==> src/rtl/bmc_frame_decoder.sv <==
// ---------------------------------------------------------------------------
// bmc_frame_decoder
//
// Biphase-Mark frame decoder for one TS4231 light-sensor channel (D/E pair).
// The raw D and E pins are synchronised internally. Edge-to-edge intervals
// on D are classified as glitch / short (half bit) / long (full bit) /
// timeout. Completed frames go to a valid/ready output register, stamped
// with the system time of the frame's first D edge.
//
// Optional build macro:
//   BMC_ERROR_COUNTERS_EN  when defined, err_count is a saturating 16-bit
//                          count of decode errors; otherwise err_count is 0.
//
// Ports:
//   clk_96MHz      in   system clock
//   reset          in   synchronous, active-high
//   enable         in   decoder enable; low forces IDLE
//   d_in           in   sensor D line, asynchronous
//   e_in           in   sensor E line (envelope, active-low), asynchronous
//   sys_timestamp  in   free-running system time
//   data_out       out  decoded frame, MSB = first received bit
//   frame_ts       out  sys_timestamp at the frame's first D edge
//   data_valid     out  output register holds an unread frame
//   data_ready     in   consumer accepts frame
//   overflow       out  sticky: frame dropped because output register full
//   err_pulse      out  one-cycle pulse on a decode error
//   err_code       out  last error: 0 none, 1 envelope lost, 2 timeout,
//                       3 phase violation
//   err_count      out  saturating error count (optional, see above)
//   busy           out  state != IDLE
//
// States:
//   state   | meaning
//   IDLE    | envelope inactive, waiting for E low
//   ARM     | envelope active, waiting for the first D edge
//   SAMPLE  | measuring D intervals and shifting in bits
//   DONE    | one cycle: hand frame to output register or flag overflow
//   HOLDOFF | post-frame blanking, inputs ignored
//   ERROR   | one cycle: raise err_pulse and latch err_code
// ---------------------------------------------------------------------------
module bmc_frame_decoder #(
    parameter int NB_BITS       = 17,
    parameter int TS_WIDTH      = 24,
    parameter int MIN_TICKS     = 4,
    parameter int FAST_MAX      = 11,
    parameter int SLOW_MAX      = 24,
    parameter int HOLDOFF_TICKS = 14000
) (
    input  logic                clk_96MHz,
    input  logic                reset,
    input  logic                enable,
    input  logic                d_in,
    input  logic                e_in,
    input  logic [TS_WIDTH-1:0] sys_timestamp,
    output logic [NB_BITS-1:0]  data_out,
    output logic [TS_WIDTH-1:0] frame_ts,
    output logic                data_valid,
    input  logic                data_ready,
    output logic                overflow,
    output logic                err_pulse,
    output logic [1:0]          err_code,
    output logic [15:0]         err_count,
    output logic                busy
);

    localparam int TW = $clog2(SLOW_MAX + 2);
    localparam int BW = $clog2(NB_BITS + 1);
    localparam int HW = (HOLDOFF_TICKS > 2) ? $clog2(HOLDOFF_TICKS) : 1;

    localparam logic [TW-1:0] TICK_ONE  = TW'(1);
    localparam logic [TW-1:0] TICK_MIN  = TW'(MIN_TICKS);
    localparam logic [TW-1:0] TICK_FAST = TW'(FAST_MAX);
    localparam logic [TW-1:0] TICK_SLOW = TW'(SLOW_MAX);
    localparam logic [TW-1:0] TICK_SAT  = {TW{1'b1}};
    localparam logic [BW-1:0] BIT_LAST  = BW'(NB_BITS - 1);
    localparam logic [HW-1:0] HOLD_INIT = HW'(HOLDOFF_TICKS - 1);

    localparam logic [1:0] ERR_ENV     = 2'd1;
    localparam logic [1:0] ERR_TIMEOUT = 2'd2;
    localparam logic [1:0] ERR_PHASE   = 2'd3;

    typedef enum logic [2:0] {
        ST_IDLE    = 3'd0,
        ST_ARM     = 3'd1,
        ST_SAMPLE  = 3'd2,
        ST_DONE    = 3'd3,
        ST_HOLDOFF = 3'd4,
        ST_ERROR   = 3'd5
    } state_t;

    state_t state_q, state_d;

    logic d_meta_q, d_meta_d;
    logic d_s_q, d_s_d;
    logic d_prev_q, d_prev_d;
    logic e_meta_q, e_meta_d;
    logic e_s_q, e_s_d;

    logic [TW-1:0]       tick_q, tick_d;
    logic [BW-1:0]       bit_cnt_q, bit_cnt_d;
    logic                half_q, half_d;
    logic [NB_BITS-1:0]  shift_q, shift_d;
    logic [TS_WIDTH-1:0] ts_shadow_q, ts_shadow_d;
    logic [HW-1:0]       hold_cnt_q, hold_cnt_d;
    logic [1:0]          err_sel_q, err_sel_d;

    logic [NB_BITS-1:0]  data_out_q, data_out_d;
    logic [TS_WIDTH-1:0] frame_ts_q, frame_ts_d;
    logic                data_valid_q, data_valid_d;
    logic                overflow_q, overflow_d;
    logic                err_pulse_q, err_pulse_d;
    logic [1:0]          err_code_q, err_code_d;

    logic d_edge;
    logic bit_done;
    logic bit_val;

    assign d_edge = d_s_q ^ d_prev_q;

    always_comb begin
        d_meta_d     = d_in;
        d_s_d        = d_meta_q;
        d_prev_d     = d_s_q;
        e_meta_d     = e_in;
        e_s_d        = e_meta_q;

        state_d      = state_q;
        tick_d       = tick_q;
        bit_cnt_d    = bit_cnt_q;
        half_d       = half_q;
        shift_d      = shift_q;
        ts_shadow_d  = ts_shadow_q;
        hold_cnt_d   = hold_cnt_q;
        err_sel_d    = err_sel_q;

        data_out_d   = data_out_q;
        frame_ts_d   = frame_ts_q;
        data_valid_d = data_valid_q;
        overflow_d   = overflow_q;
        err_pulse_d  = 1'b0;
        err_code_d   = err_code_q;

        bit_done     = 1'b0;
        bit_val      = 1'b0;

        // Consumer handshake runs regardless of decoder state; a DONE load
        // in the same cycle overrides the clear below.
        if (data_valid_q && data_ready) begin
            data_valid_d = 1'b0;
        end

        if (!enable) begin
            state_d   = ST_IDLE;
            tick_d    = '0;
            bit_cnt_d = '0;
            half_d    = 1'b0;
        end else begin
            unique case (state_q)
                ST_IDLE: begin
                    if (!e_s_q) begin
                        state_d = ST_ARM;
                    end
                end

                ST_ARM: begin
                    if (e_s_q) begin
                        state_d = ST_IDLE;
                    end else if (d_edge) begin
                        ts_shadow_d = sys_timestamp;
                        tick_d      = TICK_ONE;
                        bit_cnt_d   = '0;
                        half_d      = 1'b0;
                        state_d     = ST_SAMPLE;
                    end
                end

                ST_SAMPLE: begin
                    if (e_s_q) begin
                        err_sel_d = ERR_ENV;
                        state_d   = ST_ERROR;
                    end else if (tick_q > TICK_SLOW) begin
                        err_sel_d = ERR_TIMEOUT;
                        state_d   = ST_ERROR;
                    end else if (d_edge && (tick_q >= TICK_MIN)) begin
                        tick_d = TICK_ONE;
                        if (tick_q <= TICK_FAST) begin
                            // Two short intervals in a row make one '1' bit.
                            if (!half_q) begin
                                half_d = 1'b1;
                            end else begin
                                half_d   = 1'b0;
                                bit_done = 1'b1;
                                bit_val  = 1'b1;
                            end
                        end else begin
                            // A long interval after a lone half is illegal.
                            if (half_q) begin
                                err_sel_d = ERR_PHASE;
                                state_d   = ST_ERROR;
                            end else begin
                                bit_done = 1'b1;
                                bit_val  = 1'b0;
                            end
                        end
                    end else begin
                        // Sub-MIN_TICKS edges are glitches: keep timing the
                        // current interval as if they never happened.
                        if (tick_q != TICK_SAT) begin
                            tick_d = tick_q + TICK_ONE;
                        end
                    end

                    if (bit_done) begin
                        shift_d   = {shift_q[NB_BITS-2:0], bit_val};
                        bit_cnt_d = bit_cnt_q + BW'(1);
                        if (bit_cnt_q == BIT_LAST) begin
                            state_d = ST_DONE;
                        end
                    end
                end

                ST_DONE: begin
                    if (!data_valid_q || data_ready) begin
                        data_out_d   = shift_q;
                        frame_ts_d   = ts_shadow_q;
                        data_valid_d = 1'b1;
                    end else begin
                        overflow_d = 1'b1;
                    end
                    hold_cnt_d = HOLD_INIT;
                    state_d    = ST_HOLDOFF;
                end

                ST_HOLDOFF: begin
                    if (hold_cnt_q == '0) begin
                        state_d = ST_IDLE;
                    end else begin
                        hold_cnt_d = hold_cnt_q - HW'(1);
                    end
                end

                ST_ERROR: begin
                    err_pulse_d = 1'b1;
                    err_code_d  = err_sel_q;
                    state_d     = ST_IDLE;
                end

                default: begin
                    state_d = ST_IDLE;
                end
            endcase
        end
    end

    always_ff @(posedge clk_96MHz) begin
        if (reset) begin
            // E synchroniser resets to the inactive (high) level so the
            // decoder cannot arm before the real pin level has propagated.
            d_meta_q     <= 1'b0;
            d_s_q        <= 1'b0;
            d_prev_q     <= 1'b0;
            e_meta_q     <= 1'b1;
            e_s_q        <= 1'b1;
            state_q      <= ST_IDLE;
            tick_q       <= '0;
            bit_cnt_q    <= '0;
            half_q       <= 1'b0;
            shift_q      <= '0;
            ts_shadow_q  <= '0;
            hold_cnt_q   <= '0;
            err_sel_q    <= 2'd0;
            data_out_q   <= '0;
            frame_ts_q   <= '0;
            data_valid_q <= 1'b0;
            overflow_q   <= 1'b0;
            err_pulse_q  <= 1'b0;
            err_code_q   <= 2'd0;
        end else begin
            d_meta_q     <= d_meta_d;
            d_s_q        <= d_s_d;
            d_prev_q     <= d_prev_d;
            e_meta_q     <= e_meta_d;
            e_s_q        <= e_s_d;
            state_q      <= state_d;
            tick_q       <= tick_d;
            bit_cnt_q    <= bit_cnt_d;
            half_q       <= half_d;
            shift_q      <= shift_d;
            ts_shadow_q  <= ts_shadow_d;
            hold_cnt_q   <= hold_cnt_d;
            err_sel_q    <= err_sel_d;
            data_out_q   <= data_out_d;
            frame_ts_q   <= frame_ts_d;
            data_valid_q <= data_valid_d;
            overflow_q   <= overflow_d;
            err_pulse_q  <= err_pulse_d;
            err_code_q   <= err_code_d;
        end
    end

`ifdef BMC_ERROR_COUNTERS_EN
    logic [15:0] err_count_q, err_count_d;

    always_comb begin
        err_count_d = err_count_q;
        if ((state_q == ST_ERROR) && (err_count_q != 16'hFFFF)) begin
            err_count_d = err_count_q + 16'd1;
        end
    end

    always_ff @(posedge clk_96MHz) begin
        if (reset) begin
            err_count_q <= '0;
        end else begin
            err_count_q <= err_count_d;
        end
    end

    assign err_count = err_count_q;
`else
    assign err_count = 16'd0;
`endif

    assign data_out   = data_out_q;
    assign frame_ts   = frame_ts_q;
    assign data_valid = data_valid_q;
    assign overflow   = overflow_q;
    assign err_pulse  = err_pulse_q;
    assign err_code   = err_code_q;
    assign busy       = (state_q != ST_IDLE);

endmodule

==> config.mk <==
export PLATFORM = sky130hd
export DESIGN_NAME = bmc_frame_decoder
export DESIGN_NICKNAME = d
export VERILOG_FILES = /design/src/rtl/bmc_frame_decoder.sv
export SDC_FILE = /design/constraint.sdc
export NUM_CORES = 1
export LEC_CHECK = 0
export ABC_AREA = 0
export ABC_CLOCK_PERIOD_IN_PS = 3000
export CORE_MARGIN = 1
export CORE_UTILIZATION = 52
export CTS_CLUSTER_DIAMETER = 100
export DETAILED_ROUTE_END_ITERATION = 8
export PLACE_DENSITY = 0.8
export SLEW_MARGIN = 10
export SYNTH_ARGS = -nofsm -noshare
export SYNTH_HDL_FRONTEND = slang
export SYNTH_SLANG_ARGS = --single-unit
export TNS_END_PERCENT = 20
==> constraint.sdc <==
create_clock -name clk_96MHz -period 3 [get_ports clk_96MHz]
set_input_delay 0.6 -clock clk_96MHz [delete_from_list [all_inputs] [get_ports clk_96MHz]]
set_output_delay 0.6 -clock clk_96MHz [all_outputs]
set_load 0.01 [all_outputs]
Word level (Yosys, flattened, before mapping)
Index checks and enable logic that the tools add are counted.
- bits in registers: 122
- input bits: 30
- output and inout port bits: 63
- word-level logic and storage cells: 126
- $add $sub $neg: 3
- magnitude comparators: 3
- eq/ne operators: 20
- muxes and demuxes: 54
- bitwise gates (word level): 4
- reduce and logical (&&, ||, !) cells: 23
- operator list (cell ; number):
    $mux 5 ; 9
    $mux 3 ; 11
    $pmux 14 s2 ; 1
    $mux 1 ; 23
    $ne 2x2->1 const B ; 10
    $pmux 5 s2 ; 2
    $pmux 3 s5 ; 1
    $reduce_and 3->1 ; 5
    $logic_not 14->1 ; 1
    $mux 14 ; 1
    $sub 14x1->14 const B ; 1
    $add 5x1->5 const B ; 2
    $mux 2 ; 5
    $ne 3x3->1 const B ; 3
    $reduce_bool 3->1 ; 3
    $reduce_and 4->1 ; 2
    $reduce_and 7->1 ; 1
    $eq 3x2->1 const B ; 2
    $eq 3x3->1 const B ; 2
    $reduce_and 6->1 ; 1
    $eq 5x5->1 const B ; 1
    $ge 5x3->1 const B ; 1
    $gt 5x5->1 const B ; 1
    $le 5x4->1 const B ; 1
    other kinds (13) ; 17

Depth between registers and ports, before layout
Gate-level depths: netlist of the first run.
- depth in word-level cells: 9
- gate-level depth with buffers: 10
- depth with buffers taken out: 9

Worst setup path after synthesis of the first run
No wires, ideal clock.
- path type: register to register
- from: register tick_q[0]
- to: register shift_q[10]
- library setup time: 0.128 ns
- arrival: 1.880 ns
- data required time: 2.872 ns
- setup slack: 0.993 ns
- cell stages (with the launch flop): 11
- buffers on the path: 2
- period minus slack after synthesis: 2.007 ns
- cells stage by stage: dfxtp_1 > ha_1 > nand4b_1 > nand2_1 > inv_1 > ha_1 > nor3_2 > buf_6 > buf_12 > mux2i_1 > nor2_1
- word-level cells in the longest chain between the ends: 8
- elaborated cells between the ends (all ways): 11
- those cells by class: order compare (3); mux (6); reduce/logical (2)
- RTL lines (item ; RTL line ; source):
    from (decl) ; 99 ; logic [TW-1:0] tick_q, tick_d;
    from (signal assigned) ; 285 ; tick_q <= tick_d;
    $le 5x4->1 or $ge 5x3->1 (tied branches) ; 186, 184 ;
    $mux 1 or $logic_and 1x1->1 (tied branches) ; 186, 184 ;
    $mux 1 ; 184 ; end else if (d_edge && (tick_q >= TICK_MIN)) begin
    $mux 1 * ; 181 ; end else if (tick_q > TICK_SLOW) begin
    $mux 1 * ; 178 ; if (e_s_q) begin
    $mux 1 * ; 158 ; unique case (state_q)
    $mux 1 * ; 152 ; if (!enable) begin
    $reduce_and 3->1 (no line) * ; - ;
    to (signal assigned) ; 288 ; shift_q <= shift_d;
    to (decl) ; 102 ; logic [NB_BITS-1:0] shift_q, shift_d;
Every way passes the cells marked *; elsewhere a longest branch is shown, timed or not. The select of a mux whose other input is x is not followed.
A chain may end at the register's enable or synchronous reset.

Worst setup path in the final report of the first run
- from: register state_q[2]
- to: output busy
- word-level cells in the longest chain between the ends: 1
- RTL lines (item ; RTL line ; source):
    from (decl) ; 91 ; state_t state_q, state_d;
    from (signal assigned) ; 284 ; state_q <= state_d;
    $reduce_bool 3->1 ; 330 ; assign busy = (state_q != ST_IDLE);
    to (decl) ; 63 ; output logic busy
No other way between the ends.

==> results of run 1 <==
[cell families after synthesis]
| kind of cell | Yosys count | share of synthesized area |
|---|---|---|
| and+or+nand+nor | 264 | 0.242 |
| DFF | 122 | 0.487 |
| AOI/OAI and AO/OA | 115 | 0.129 |
| buffers and inverters | 60 | 0.0631 |
| muxes | 19 | 0.0379 |
| xor gates and xnor gates | 13 | 0.0227 |
| adders and majority gates | 7 | 0.0175 |
| other | 1 | 0.000748 |
[stage by stage]
| stage | instance area, µm² | utilization | setup slack [ns] | power [W] | std cells |
|---|---|---|---|---|---|
| after floorplan | 5070 | - | 0.993 | 0.00173 | 616 |
| after global placement | 5800 | 0.625 | 0.691 | 0.00176 | 781 |
| after detailed placement | 5800 | 0.625 | 0.643 | 0.00176 | 781 |
| after CTS | 6400 | 0.690 | 0.570 | 0.00380 | 813 |
| after global routing | 6400 | 0.690 | 0.438 | 0.00389 | 813 |
| final | 6400 | 0.690 | 0.574 | 0.00378 | 813 |
[sequential cells by signal, summed over array words and instances (netlist names), 2 cells and up]
signal,count
tick_q,5
bit_cnt_q,5
hold_cnt_q,14
state_q,3
err_code,2
shift_q,17
ts_shadow_q,24
data_out,17
frame_ts,24
err_sel_q,2
[power groups by stage]
| stage | Clock [W] | Sequential (W) | Combinational (W) |
|---|---|---|---|
| after CTS | 0.00207 | 0.00163 | 0.0000991 |
| after detailed placement | 0 | 0.00166 | 0.0000983 |
| after floorplan | 0 | 0.00166 | 0.0000677 |
| after global routing | 0.00215 | 0.00163 | 0.000108 |
| final | 0.00205 | 0.00163 | 0.0000994 |
| after global placement | 0 | 0.00166 | 0.0000982 |
[routing by layer]
metal / global-route usage / up-vias
li1: - / 2150
met1: 0.281 / 1984
met2: 0.407 / 105
met3: 0.0578 / 16
met4: 0.0858 / 0
met5: 0 / -
[final cells by class]
class | instances | area, µm²
clock buffer | 17 | 414
clock inverter | 15 | 190
fill | 757 | 2880
inverter | 11 | 41.3
multi-input combinational | 434 | 2320
sequential | 122 | 2440
tap | 129 | 161
timing repair buffer | 85 | 838
[placed cells by master, fill, tap and decap left out, drive strengths merged, types with 2 or more instances in the layout]
| cell type | Yosys | routed |
|---|---|---|
| conb | 1 | 16 |
| a21oi | 78 | 78 |
| or4 | 3 | 3 |
| dfxtp | 122 | 122 |
| o31ai | 4 | 4 |
| or3 | 6 | 6 |
| or2 | 3 | 3 |
| clkdlybuf4s50 | 0 | 75 |
| a311oi | 2 | 2 |
| ha | 7 | 7 |
| nor3 | 19 | 19 |
| o21a | 2 | 2 |
| clkinvlp | 0 | 2 |
| nor2b | 9 | 9 |
| clkinv | 0 | 4 |
| mux2i | 19 | 19 |
| xnor2 | 12 | 12 |
| buf | 24 | 10 |
| a31oi | 6 | 6 |
| nand2 | 146 | 146 |
| nand2b | 6 | 6 |
| clkbuf | 25 | 17 |
| nor4 | 6 | 6 |
| nor4b | 2 | 2 |
| and3 | 4 | 4 |
| bufinv | 0 | 3 |
| nand4 | 2 | 2 |
| nor2 | 41 | 41 |
| a211oi | 4 | 4 |
| o21ai | 10 | 10 |
| nand3 | 5 | 5 |
| and2 | 3 | 3 |
| inv | 11 | 17 |
| nand4b | 5 | 5 |
[final timing paths]
path                                              start                 endpoint  slack (ns)  depth (start not counted)
worst min-delay path                e_meta_q$_SDFF_PP1_         e_s_q$_SDFF_PP1_        0.41                          1
worst min register to register      e_meta_q$_SDFF_PP1_         e_s_q$_SDFF_PP1_        0.41                          1
worst max register to register   tick_q[0]$_SDFFE_PP0P_  shift_q[4]$_SDFFE_PP0P_        0.62                          9
worst max-delay path            state_q[2]$_SDFFE_PP0P_                     busy        0.57                          3
==> results.toml, run 1 <==
[power]
seq_power_share = 0.431
p_per_area_nw_per_um2 = 590
combPwrFrac = 0.026
switching_share = 0.218
switching_power_w = 0.000822
power.internal_w = 0.00295
ir_drop_mv = 0.346
p_leak_nw = 2.19
p_clk_frac = 0.542

[synth]
netlist_instances = 601
yosys_register_bits = 122
synth_top_area_share = 0.487
synthArstFlopShare = 0
ys_seq_area_frac = 0.487
yosysMostFrequentCell = "nand2_1"
synth_cell_types = 50
synth_area_leaders = "dfxtp_1 (49%), nand2_1 (11%), a21oi_1 (7.8%)"
synth_area_um2 = 5020
synth.avg_cell_area_um2 = 8.35
ys_warn_count = 0
synth_common_cells = "nand2_1 (146), dfxtp_1 (122), a21oi_1 (78), nor2_1 (41), clkbuf_1 (25)"
synth_edf_count = 0
synth_area_leader_cell = "dfxtp_1"
synth-main-ff-cell = "dfxtp_1"

[critical_path]
cp.arrival_ns = 1.83
critPathLaunchType = "register"
cp_slowest_cell = "dfxtp_1"
crit_required_ns = 2.40
path_buf_inv = 2
crit_chain = "nor3_1, inv_1, clkdlybuf4s50_1"
crit_path_end_kind = "output port"
path_class = "register to output port"
cpPeakStageDelay_ns = 0.60
crit_family = "flip-flops"
critPathMaxFanout = 13

[final_layout]
drive_above_1_share = 0.0746
nNetsFinal = 708
diodes = 0
syn_to_final_growth_pct = 27.7

[routing]
top_layer_used = "met4"
drc = 0
drtPass1Iterations = 4
wl_met3_um = 377
met2_wirelength_mm = 5.70
ant_nets = 0
drt_iter0_drc = 178
drt-met1-wl_mm = 4.87
vias = 4255
wl_per_cell_um = 13.7
drt_wl_total_mm = 11.1
viasPerCell = 5.23

[clock_network]
cts_sinks = 122
htree_levels = 4
clk_path_buf_depth = 2
clock_insertion_delay_worst_skew_ns = 0.51
cts_buffers = 17
cts.hold.buffers_added = 0
cts_setup_buffers = 0
clk_pin_slew_worst_paths_ns = 0.06
cts_root_buffer = "clkbuf_8"
cts_tree = "yes"
ctsResizeCount = 0

[die]
core_area_um2 = 9280
die_area_um2 = 10000
initial_utilization = 0.540
die_x_um = 100
ios = 93
rows = 35
die_h_um = 100

[global_routing]
grt_max_degree = 68
antenna_found_initial = 0
grt_pass1_wl_mm = 18.7
overflow = 0
grt_pass1_vias = 4123
grtUsageTotal = 0.234

[sta]
slew_viol_final = 0
finalSetupViolations = 0
fin_tns_setup_ns = 0
period_share = 0.809
whs_ns = 0.407
maxClockFrequency_mhz = 412
skew_ns = 0.0130
worst_pin_slew_ns = 0.650
rsz0062_at_grt = "no"
layout_min_cycle_time_ns = 2.43
relSlewSlack = 0.567
hold_viol_final = 0

[job]
maxCapViolCount = 0

[placement]
gp_congestion = 0.878
place_hpwl_mm = 7.32
io_buffers = 76

[min_path]
hp-class = "register to register"

[run_status]
status = "finished, final reports clean"
Power figures use the tool's default switching activity.
==> run 2, diff against run 1 <==
--- a/config.mk
+++ b/config.mk
@@ -6,12 +6,12 @@
 export NUM_CORES = 1
 export LEC_CHECK = 0
 export ABC_AREA = 0
-export ABC_CLOCK_PERIOD_IN_PS = 3000
+export ABC_CLOCK_PERIOD_IN_PS = 1990
 export CORE_MARGIN = 1
-export CORE_UTILIZATION = 52
+export CORE_UTILIZATION = 47
 export CTS_CLUSTER_DIAMETER = 100
 export DETAILED_ROUTE_END_ITERATION = 8
-export PLACE_DENSITY = 0.8
+export PLACE_DENSITY = 0.76
 export SLEW_MARGIN = 10
 export SYNTH_ARGS = -nofsm -noshare
 export SYNTH_HDL_FRONTEND = slang
==> constraint.sdc (replaced) <==
create_clock -name clk_96MHz -period 1.99 [get_ports clk_96MHz]
set_input_delay 0.398 -clock clk_96MHz [delete_from_list [all_inputs] [get_ports clk_96MHz]]
set_output_delay 0.398 -clock clk_96MHz [all_outputs]
set_load 0.01 [all_outputs]
==> results.toml, run 2 (synthesized netlist as in run 1, its figures left out) <==
[run_status]
status = "finished with violations"
violations = "setup timing"

[critical_path]
cpPeakStageDelay_ns = 0.34
cp_slowest_cell = "dfxtp_2"
path_class = "register to register"
critPathLaunchType = "register"
critPathMaxFanout = 7
crit_required_ns = 2.38
crit_top_cell = "buf_12"
crit_chain = "ha_2, nand4b_1, nand2_2, inv_2, ha_4, nor3_4, buf_12, buf_12, mux2i_2, nor2_1"
crit_path_end_kind = "register"
cp.arrival_ns = 2.43

[placement]
place_hpwl_mm = 7.67
io_buffers = 76
gp_congestion = 0.854
pre_cts_slack_ns = -0.140

[clock_network]
clk_path_buf_depth = 2
cts_buffers = 17
cts.hold.buffers_added = 0
cts_root_buffer = "clkbuf_8"
htree_levels = 4
clock_insertion_delay_worst_skew_ns = 0.52
clk_pin_slew_worst_paths_ns = 0.06
cts_tree = "yes"
cts_sinks = 122

[power]
power.internal_w = 0.00447
switching_power_w = 0.00125
p_leak_nw = 2.37
seq_power_share = 0.429
p_clk_frac = 0.541
ir_drop_mv = 0.450
combPwrFrac = 0.030
p_per_area_nw_per_um2 = 849
switching_share = 0.219
totalPowerFinal_w = 0.00572

[global_routing]
antenna_found_initial = 0
grt_pass1_vias = 4254
grtUsageTotal = 0.218
grt_max_degree = 104
grt_pass1_wl_mm = 19.3
overflow = 0

[routing]
wl_per_cell_um = 13.9
drtPass1Iterations = 6
drt_iter0_drc = 201
drc = 0
drt_wl_total_mm = 11.7
vias = 4446
ant_nets = 0
viasPerCell = 5.27

[sta]
period_share = 1.02
worst_slack_ns = -0.0478
layout_min_cycle_time_ns = 2.04
hold_viol_final = 0
fin_tns_setup_ns = -0.167
rsz0062_at_grt = "yes"
slew_viol_final = 0
skew_ns = 0.00781
finalSetupViolations = 13
maxClockFrequency_mhz = 491

[die]
die_h_um = 105
die_area_um2 = 11100
ios = 93
die_x_um = 105
core_area_um2 = 10300
rows = 37
initial_utilization = 0.486

[final_layout]
multi_input_area_um2 = 2380
seqCellArea_um2 = 2450
nFillCells = 822
nNetsFinal = 732
syn_to_final_growth_pct = 34.3
diodes = 0
drive_above_1_share = 0.127
final_common_cell = "nand2_1"
final_cell_mix = "nand2_1 (145), dfxtp_1 (119), a21oi_1 (78), clkdlybuf4s50_1 (74), nor2_1 (39)"
utilization = 0.653

[job]
maxCapViolCount = 0

[min_path]
hp-class = "input port to register"
-- run 2: changes by cell type in the layout (fill, tap and decap cells not counted), moves of 3 or more --
| cell | change |
|---|---|
| dfxtp_1 | -3 |
| dfxtp_2 | +3 |
| buf_4 | +17 |
| buf_12 | +4 |
| inv_2 | +3 |
| inv_1 | -3 |
-- run 2: power by group through the flow --
stage               registers [W]  clock network (W)  logic (W)
floorplan                 0.00250                  0   0.000102
global placement          0.00251                  0   0.000166
detailed placement        0.00251                  0   0.000169
CTS                       0.00245            0.00313   0.000170
global route              0.00245            0.00327   0.000186
finish                    0.00245            0.00309   0.000172
-- run 2: final timing paths --
kind | start | to | slack (ns) | cells after the start
worst max-delay path | tick_q[1]$_SDFFE_PP0P_ | shift_q[7]$_SDFFE_PP0P_ | -0.05 | 10
worst min-delay path | reset | err_sel_q[0]$_SDFFE_PP0P_ | 0.18 | 3
worst max register to register | tick_q[1]$_SDFFE_PP0P_ | shift_q[7]$_SDFFE_PP0P_ | -0.05 | 10
worst min register to register | e_meta_q$_SDFF_PP1_ | e_s_q$_SDFF_PP1_ | 0.41 | 1
-- run 2: per-stage QoR --
step           area (µm²)  std cells  hold slack (ns)
6_report             6740        844            0.180
5_1_grt              6740        844            0.182
4_1_cts              6650        841            0.175
3_5_place_dp         6020        809            0.400
3_3_place_gp         6020        809            0.393
2_1_floorplan        5080        616            0.389
-- run 2: cell type report --
class                   count  share of cell area
well taps                 136              0.0253
repair buffers            109               0.164
clock inverters            14              0.0269
inverters                  11             0.00613
flip-flops and latches    122               0.363
multi-input cells         434               0.353
clock buffers              18              0.0620
-- run 2: per-layer routing --
layer	part of all wire	routed length, µm	global-route usage
met3	0.045	533	0.0668
met4	0.028	332	0.0905
met5	0	0	0
met1	0.42	4970	0.251
met2	0.50	5900	0.373
-- run 2: what timing repair did --
item | in CTS | in global routing
gates cloned | 0 | 2
setup buffers | 0 | 1
gates resized for setup | 11 | 9
endpoints found under the setup margin | 18 | 29
pin swaps | 0 | 5
-- run 2: worst max-delay path, delay by kind of cell, from the launching register on --
kind / cells / cell delay (ns)
adders and majority gates: 2 / 0.45
buffers and inverters: 3 / 0.33
DFF: 1 / 0.34
muxes: 1 / 0.22
and+or+nand+nor: 4 / 0.56
==> run 3, diff against run 2 <==
--- a/config.mk
+++ b/config.mk
@@ -11,7 +11,7 @@
 export CORE_UTILIZATION = 47
 export CTS_CLUSTER_DIAMETER = 100
 export DETAILED_ROUTE_END_ITERATION = 8
-export PLACE_DENSITY = 0.76
+export PLACE_DENSITY_LB_ADDON = 0.1
 export SLEW_MARGIN = 10
 export SYNTH_ARGS = -nofsm -noshare
 export SYNTH_HDL_FRONTEND = slang
==> results.toml, run 3 (synthesized netlist as in run 1, its figures left out) <==
[clock_network]
cts_sinks = 122
clock_insertion_delay_worst_skew_ns = 0.51
cts_tree = "yes"
htree_levels = 4
cts_buffers = 17
clk_pin_slew_worst_paths_ns = 0.06
cts_root_buffer = "clkbuf_8"
clk_path_buf_depth = 2

[sta]
hold_viol_final = 0
fin_tns_setup_ns = 0
skew_ns = 0.00938
layout_min_cycle_time_ns = 1.96
period_share = 0.982
maxClockFrequency_mhz = 511
relSlewSlack = 0.638
worst_slack_ns = 0.0349
slew_viol_final = 0
finalSetupViolations = 0
worst_pin_slew_ns = 0.539
rsz0062_at_grt = "yes"

[critical_path]
r2r_slack_ns = 0.03
critPathLaunch = "tick_q[0]$_SDFFE_PP0P_"
path_class = "register to register"
critPathLaunchType = "register"
worst_r2r_path_depth = 9
cp.arrival_ns = 2.33
path_buf_inv = 3
critPathMaxFanout = 8
crit_path_end_kind = "register"
cp_slowest_cell = "a2111o_1"
timing.rr.start = "tick_q[0]$_SDFFE_PP0P_"
crit_required_ns = 2.37
crit_family = "compound AO/OA/AOI/OAI gates"
cpPeakStageDelay_ns = 0.42
reg2reg_to = "shift_q[12]$_SDFFE_PP0P_"
crit_chain = "inv_1, ha_1, nand2b_1, a2111o_1, nor3_4, buf_6, clkbuf_16, mux2i_1, nor2_1"

[die]
core_area_um2 = 10300
initial_utilization = 0.486
die_area_um2 = 11100
rows = 37
ios = 93
die_x_um = 105
die_h_um = 105

[final_layout]
fin_area_um2 = 6750
final_common_cell = "nand2_1"
syn_to_final_growth_pct = 34.5
stdcell_count = 847
nFillCells = 899
nNetsFinal = 735
utilization = 0.653
diodes = 0
final_cell_mix = "nand2_1 (146), dfxtp_1 (120), a21oi_1 (78), clkdlybuf4s50_1 (74), nor2_1 (39)"
drive_above_1_share = 0.122

[placement]
io_buffers = 76
place_hpwl_mm = 7.56
postPlaceCellArea_um2 = 6050
pre_cts_slack_ns = -0.130
gp_congestion = 0.851
dp.cells = 811

[global_routing]
overflow = 0
grt_max_degree = 106
grtUsageTotal = 0.213
grt_pass1_vias = 4065
antenna_found_initial = 0
grt_pass1_wl_mm = 18.8

[routing]
ant_nets = 0
wl_per_cell_um = 13.7
drt_iter0_drc = 289
viasPerCell = 5.14
vias = 4357
drt_wl_total_mm = 11.6
drc = 0
drtPass1Iterations = 5

[run_status]
status = "finished, final reports clean"

[min_path]
hp-class = "input port to register"
hold_depth = 4
hold_start = "reset"
holdPathEnd = "bit_cnt_q[1]$_SDFFE_PP0P_"

[power]
p_per_area_nw_per_um2 = 832
p_leak_nw = 2.37
ir_drop_mv = 0.470
switching_share = 0.222
combPwrFrac = 0.030
p_clk_frac = 0.533
seq_power_share = 0.437
power.internal_w = 0.00437
switching_power_w = 0.00124

[job]
maxCapViolCount = 0
[run 3: power by group through the flow]
stage               logic, W  registers [W]  clock network [W]
floorplan           0.000102        0.00250                  0
global placement    0.000166        0.00250                  0
detailed placement  0.000166        0.00250                  0
CTS                 0.000167        0.00245            0.00304
global route        0.000182        0.00245            0.00316
finish              0.000168        0.00245            0.00299
[run 3: layer usage]
layer / track usage / up-vias / wire, µm
met5: 0 / - / 0
met4: 0.0835 / 0 / 154
met3: 0.0513 / 13 / 449
met2: 0.360 / 123 / 5730
met1: 0.259 / 2018 / 5250
li1: - / 2203 / -
[run 3: how the worst max path moves through the flow]
stage | endpoint | slack [ns] | depth (start not counted)
after global routing | shift_q[2]$_SDFFE_PP0P_ | -0.06 | 9
after detailed placement | hold_cnt_q[11]$_SDFFE_PP0P_ | -0.13 | 7
after global placement | hold_cnt_q[11]$_SDFFE_PP0P_ | -0.04 | 7
after floorplan | shift_q[10]$_SDFFE_PP0P_ | 0.04 | 9
final | shift_q[12]$_SDFFE_PP0P_ | 0.03 | 9
after CTS | shift_q[8]$_SDFFE_PP0P_ | 0.01 | 9
[run 3: worst reg2reg max path, delay by kind of cell, from the launching register on]
family / cells / cell delay (ns)
mux: 1 / 0.18
buf+inv: 3 / 0.41
compound gates: 1 / 0.42
fa+ha+maj: 1 / 0.16
simple gates: 3 / 0.33
flops: 1 / 0.34
[run 3: stage by stage]
stage	total power [W]	hold slack (ns)
6_report	0.00561	0.296
5_1_grt	0.00580	0.288
4_1_cts	0.00566	0.276
3_5_place_dp	0.00267	0.407
3_3_place_gp	0.00267	0.402
2_1_floorplan	0.00261	0.389
[run 3: final cells by class]
cell class / count / area [µm²] / share of cell area
Sequential cell: 122 / 2440 / 0.362
Multi-Input combinational cell: 434 / 2370 / 0.352
Timing Repair Buffer: 112 / 1130 / 0.167
Clock buffer: 18 / 428 / 0.0634
Tap cell: 136 / 170 / 0.0252
Clock inverter: 14 / 158 / 0.0234
Inverter: 11 / 41.3 / 0.00612
[run 3: repair_timing]
action                     CTS  global route
pin swaps                    1             5
setup endpoints to repair    3            29
setup buffers                0             2
gates cloned                 0             2
resized for setup            3             9
hold buffers                 0             0
